$ cat src/rtl/exu_div.sv
// Iterative radix-2 restoring divider for RV32M DIV/DIVU/REM/REMU.
// One quotient bit per cycle; divide-by-zero and signed overflow complete right after accept.
module exu_div #(
    parameter int XLEN                = 32,
    parameter int REG_FILE_ADDR_WIDTH = 5
) (
    input  logic                           clk,
    input  logic                           rstn,
    input  logic                           div_valid,
    input  logic                           div_signed,
    input  logic                           div_rem,
    input  logic [XLEN-1:0]                rs1_data,
    input  logic [XLEN-1:0]                rs2_data,
    input  logic [REG_FILE_ADDR_WIDTH-1:0] rd_addr,
    input  logic [31:0]                    instr_tag,
    input  logic                           flush,
    output logic                           div_busy,
    output logic                           wb_valid,
    output logic [XLEN-1:0]                wb_data,
    output logic [REG_FILE_ADDR_WIDTH-1:0] wb_rd_addr,
    output logic [31:0]                    wb_instr_tag
);
    localparam int CW = $clog2(XLEN);
    localparam logic [XLEN-1:0] INT_MIN = {1'b1, {(XLEN-1){1'b0}}};

    typedef enum logic [1:0] {IDLE, CALC, FIX, DONE} state_t;

    state_t                         state_q, state_d;
    logic [CW-1:0]                  cnt_q, cnt_d;
    logic [XLEN-1:0]                dvd_q, dvd_d;
    logic [XLEN-1:0]                dvs_q, dvs_d;
    logic [XLEN-1:0]                rem_q, rem_d;
    logic [XLEN-1:0]                wb_data_q, wb_data_d;
    logic                           qneg_q, qneg_d;
    logic                           rneg_q, rneg_d;
    logic                           sel_rem_q, sel_rem_d;
    logic [REG_FILE_ADDR_WIDTH-1:0] rd_q, rd_d;
    logic [31:0]                    tag_q, tag_d;

    logic [XLEN:0] shifted;
    logic [XLEN:0] trial;
    logic          a_neg, b_neg, div0, ovf;

    function automatic logic [XLEN-1:0] cond_neg(input logic [XLEN-1:0] v, input logic n);
        return n ? (~v + XLEN'(1)) : v;
    endfunction

    assign a_neg   = div_signed & rs1_data[XLEN-1];
    assign b_neg   = div_signed & rs2_data[XLEN-1];
    assign div0    = (rs2_data == '0);
    assign ovf     = div_signed && (rs1_data == INT_MIN) && (rs2_data == '1);
    // Remainder stays below the divisor, so the XLEN+1-bit trial's MSB is its sign.
    assign shifted = {rem_q, dvd_q[XLEN-1]};
    assign trial   = shifted - {1'b0, dvs_q};

    always_comb begin
        state_d   = state_q;
        cnt_d     = cnt_q;
        dvd_d     = dvd_q;
        dvs_d     = dvs_q;
        rem_d     = rem_q;
        wb_data_d = wb_data_q;
        qneg_d    = qneg_q;
        rneg_d    = rneg_q;
        sel_rem_d = sel_rem_q;
        rd_d      = rd_q;
        tag_d     = tag_q;
        if (flush) begin
            state_d = IDLE;
        end else begin
            case (state_q)
                IDLE: begin
                    if (div_valid) begin
                        rd_d      = rd_addr;
                        tag_d     = instr_tag;
                        sel_rem_d = div_rem;
                        qneg_d    = a_neg ^ b_neg;
                        rneg_d    = a_neg;
                        if (div0) begin
                            wb_data_d = div_rem ? rs1_data : '1;
                            state_d   = DONE;
                        end else if (ovf) begin
                            wb_data_d = div_rem ? '0 : INT_MIN;
                            state_d   = DONE;
                        end else begin
                            dvd_d   = cond_neg(rs1_data, a_neg);
                            dvs_d   = cond_neg(rs2_data, b_neg);
                            rem_d   = '0;
                            cnt_d   = '0;
                            state_d = CALC;
                        end
                    end
                end
                CALC: begin
                    rem_d = trial[XLEN] ? shifted[XLEN-1:0] : trial[XLEN-1:0];
                    dvd_d = {dvd_q[XLEN-2:0], ~trial[XLEN]};
                    cnt_d = cnt_q + CW'(1);
                    if (cnt_q == CW'(XLEN-1)) state_d = FIX;
                end
                FIX: begin
                    wb_data_d = sel_rem_q ? cond_neg(rem_q, rneg_q) : cond_neg(dvd_q, qneg_q);
                    state_d   = DONE;
                end
                DONE:    state_d = IDLE;
                default: state_d = IDLE;
            endcase
        end
    end

    always_ff @(posedge clk or negedge rstn) begin
        if (!rstn) begin
            state_q   <= IDLE;
            cnt_q     <= '0;
            dvd_q     <= '0;
            dvs_q     <= '0;
            rem_q     <= '0;
            wb_data_q <= '0;
            qneg_q    <= 1'b0;
            rneg_q    <= 1'b0;
            sel_rem_q <= 1'b0;
            rd_q      <= '0;
            tag_q     <= '0;
        end else begin
            state_q   <= state_d;
            cnt_q     <= cnt_d;
            dvd_q     <= dvd_d;
            dvs_q     <= dvs_d;
            rem_q     <= rem_d;
            wb_data_q <= wb_data_d;
            qneg_q    <= qneg_d;
            rneg_q    <= rneg_d;
            sel_rem_q <= sel_rem_d;
            rd_q      <= rd_d;
            tag_q     <= tag_d;
        end
    end

    assign div_busy     = (state_q != IDLE);
    assign wb_valid     = (state_q == DONE);
    assign wb_data      = wb_data_q;
    assign wb_rd_addr   = rd_q;
    assign wb_instr_tag = tag_q;
endmodule
$ cat config.mk
export PLATFORM = sky130hd
export DESIGN_NAME = exu_div
export DESIGN_NICKNAME = d
export VERILOG_FILES = /design/src/rtl/exu_div.sv
export SDC_FILE = /design/constraint.sdc
export NUM_CORES = 1
export LEC_CHECK = 0
export BUFFER_PORTS_ARGS = -buffer_cell sky130_fd_sc_hd__buf_4
export CAP_MARGIN = 10
export CELL_PAD_IN_SITES_DETAIL_PLACEMENT = 1
export CELL_PAD_IN_SITES_GLOBAL_PLACEMENT = 1
export CORE_MARGIN = 2
export CORE_UTILIZATION = 41
export CTS_BUF_LIST = sky130_fd_sc_hd__clkbuf_8
export DETAILED_ROUTE_END_ITERATION = 8
export PLACE_DENSITY_LB_ADDON = 0.2
export SYNTH_ARGS = -nofsm -noshare
export SYNTH_HDL_FRONTEND = slang
export SYNTH_SLANG_ARGS = --single-unit
$ cat constraint.sdc
create_clock -name clk -period 2.9 [get_ports clk]
set_input_delay 0 -clock clk [delete_from_list [all_inputs] [get_ports clk]]
set_output_delay 0 -clock clk [all_outputs]
set_load 0.005 [all_outputs]
==> impl_metrics.json <==
{
  "p_clk_frac": 0.161,
  "whs_path_depth": 5,
  "grt_setup_unrepaired": "true",
  "yosysSeqAreaShare": 0.364,
  "cts_buffers": 17,
  "worst_slack_ps": -73.3,
  "grt_use_met2": 0.524,
  "ir_worst_vdd_v": 0.000395,
  "hp-class": "in -> reg",
  "fin_skew_ps": 24.7,
  "hold_viol": 0,
  "drc": 0,
  "grt_pass1_vias": 13332,
  "dieHeight_um": 175,
  "wl_um": 47100,
  "leakage_nw": 7.56,
  "maxSlewViolCount": 0,
  "violations": "setup timing",
  "p_sw_frac": 0.422,
  "max_freq_mhz": 336,
  "grt_pass1_wl_um": 73100,
  "insertion_delay_ps": 520,
  "relSlewSlack": 0.348,
  "start_util": 0.418,
  "pre_cts_ws_ps": -177,
  "synthCells": 1412,
  "die_area_sq_mm": 0.0307,
  "synth-seq-cells": 175,
  "drt_pass1_iterations": 5,
  "start_kind": "flop",
  "powerDensity_mw_per_mm2": 709,
  "cts.path.max_buffers": 2,
  "core_sq_mm": 0.0288,
  "nets": 1961,
  "grt_usage": 0.300,
  "dp.cells": 2043,
  "ctsHtreeMaxLevel": 4,
  "synth.distinct_cells": 61,
  "setup_viol": 10,
  "p_int_w": 0.00694,
  "grt.busiest_layer": "met2",
  "post_dp_cell_area_sq_mm": 0.0149,
  "synth-async-reset-ratio": 1.00,
  "ios": 178,
  "die_x_um": 175,
  "worst_pin_slew_ps": 978,
  "cts-root-buf": "clkbuf_8",
  "whs_ps": 49.8,
  "syn_nets": 1563,
  "synth_top_area_share": 0.364,
  "netSwitchingPower_w": 0.00506,
  "ant_nets": 0,
  "synthTopCellsByArea": "dfrtp_1, xnor2_1, o21ai_0, nand2_1, xor2_1",
  "drive_above_1_share": 0.270,
  "grt_start_max_net_pins": 77,
  "cp.arrival_ps": 3390,
  "netlist_area_sq_mm": 0.0120,
  "cap_violations": 0,
  "netlist_top_cells_count": "dfrtp_1, nand2_1, o21ai_0",
  "syn_to_final_growth_pct": 40.7,
  "drt_iter0_drc": 794,
  "worst-path-max-fanout": 6,
  "r2r_cells": 13,
  "multiInputGateArea_sq_mm": 0.00748,
  "yosys.cell_count.top_type": "dfrtp_1",
  "final_cells": 2208,
  "status": "complete, but fails checks",
  "synth-edff-count": 0,
  "antenna_found_initial": 1,
  "wire_per_inst_um": 21.3,
  "synthFlopType": "dfrtp_1",
  "place_congestion": 0.886,
  "fin_tns_setup_ps": -299,
  "clkSlewWorstSetupHoldPaths_ps": 120,
  "layout_min_cycle_time_ps": 2970,
  "grt_overflow_total": 0,
  "seqPwrFrac": 0.345,
  "path_class": "reg -> reg",
  "dp.final_hpwl_um": 31300,
  "p_comb_frac": 0.495,
  "io_buffers": 177,
  "cts_tree": "done",
  "synth_warnings": 0,
  "final.period_utilization": 1.03,
  "vias": 12643,
  "ff_latch_area_sq_mm": 0.00438,
  "worstPathRequired_ps": 3310,
  "via_per_inst": 5.73,
  "synth.avg_cell_area_sq_um": 8.53,
  "finalInstanceArea_sq_mm": 0.0169,
  "cts.sinks": 175,
  "met3_usage": 0.0403,
  "end_kind": "flop",
  "nFillCells": 3334,
  "rows": 62,
  "yosysTopAreaCell": "dfrtp_1",
  "grt_use_met1": 0.387
}
==> worst paths after layout <==
| check | end | slack [ps] | startpoint |
|---|---|---|---|
| max in group asynchronous | rem_q[5]$_DFFE_PN0P_ | 1990 | rstn |
| setup / recovery | rem_q[18]$_DFFE_PN0P_ | -70 | dvd_q[31]$_DFFE_PN0P_ |
| setup reg to reg | rem_q[18]$_DFFE_PN0P_ | -70 | dvd_q[31]$_DFFE_PN0P_ |
| hold / removal | dvd_q[11]$_DFFE_PN0P_ | 50 | rs1_data[11] |
| min in group asynchronous | wb_data[7]$_DFFE_PN0P_ | 100 | rstn |
| hold reg to reg | wb_data[9]$_DFFE_PN0P_ | 510 | wb_data[9]$_DFFE_PN0P_ |
==> power by group through the flow <==
stage	Clock [W]	Combinational [W]	Sequential (W)
3_3_place_gp	0	0.00522	0.00403
5_1_grt	0.00204	0.00646	0.00425
6_report	0.00193	0.00593	0.00414
4_1_cts	0.00194	0.00565	0.00407
2_1_floorplan	0	0.00310	0.00390
3_5_place_dp	0	0.00539	0.00410
==> state kept, by name (all words and copies together), names as in the netlist, 2 cells and up <==
name          flops
dvs_q            32
rem_q            32
wb_rd_addr        5
state_q           2
wb_data          32
dvd_q            32
cnt_q             5
wb_instr_tag     32
==> placed cells by master (no fill, tap or decap), types with 34 or more instances in the layout <==
cell,count
nand2_1,153
o21ai_1,34
xor2_1,66
inv_1,59
buf_4,325
xnor2_1,80
o21ai_0,106
a21oi_1,89
dlygate4sd3_1,112
ha_1,41
mux2_2,38
dfrtp_1,171
nor2_1,126
==> layout make-up <==
| class | instances | area share |
|---|---|---|
| Inverter | 61 | 0.0135 |
| Timing Repair Buffer | 458 | 0.231 |
| Sequential cell | 175 | 0.259 |
| Clock buffer | 17 | 0.0138 |
| Multi-Input combinational cell | 1097 | 0.442 |
| Tap cell | 384 | 0.0284 |
| Antenna cell | 1 | 0.000148 |
| Clock inverter | 15 | 0.0121 |
==> metal layers <==
layer / share of wire / wire [um]
met3: 0.048 / 2270
met5: 0 / 0
met2: 0.50 / 23700
met4: 0.028 / 1300
met1: 0.42 / 19800
==> cell families (layout without fill, tap and decap cells) <==
logic type	Yosys count	in the layout	synth area share
flip-flops	175	175	0.364
other	0	1	0
buffers and inverters	140	551	0.0468
adder cells (fa/ha/maj)	44	44	0.0464
AO/OA/AOI/OAI	408	408	0.211
XOR/XNOR	147	147	0.107
AND/OR/NAND/NOR	431	431	0.165
multiplexers	67	67	0.0597
==> stage by stage <==
stage,utilization,power [W]
2_1_floorplan,-,0.00700
3_3_place_gp,0.516,0.00926
3_5_place_dp,0.516,0.00949
4_1_cts,0.579,0.0117
5_1_grt,0.588,0.0127
6_report,0.588,0.0120
==> what timing repair did <==
action,in CTS,in global routing
resized for setup,34,76
hold buffers,112,0
pin swaps,12,30
buffers inserted,12,13
endpoints found under the setup margin,40,92
cloned,1,1
hold endpoints to repair,200,0
==> critical path: stages, from the launching register on <==
cell      delay, ps
dfrtp_1         390
inv_2            60
ha_4            160
fa_2            340
nand2b_4        160
a21oi_4         160
o211ai_1        140
nand3_2         150
a211oi_4         90
o31ai_4         370
xor2_4          300
buf_6           190
mux2i_1          90
o31ai_1         290
(Power assumes the default switching activity.)
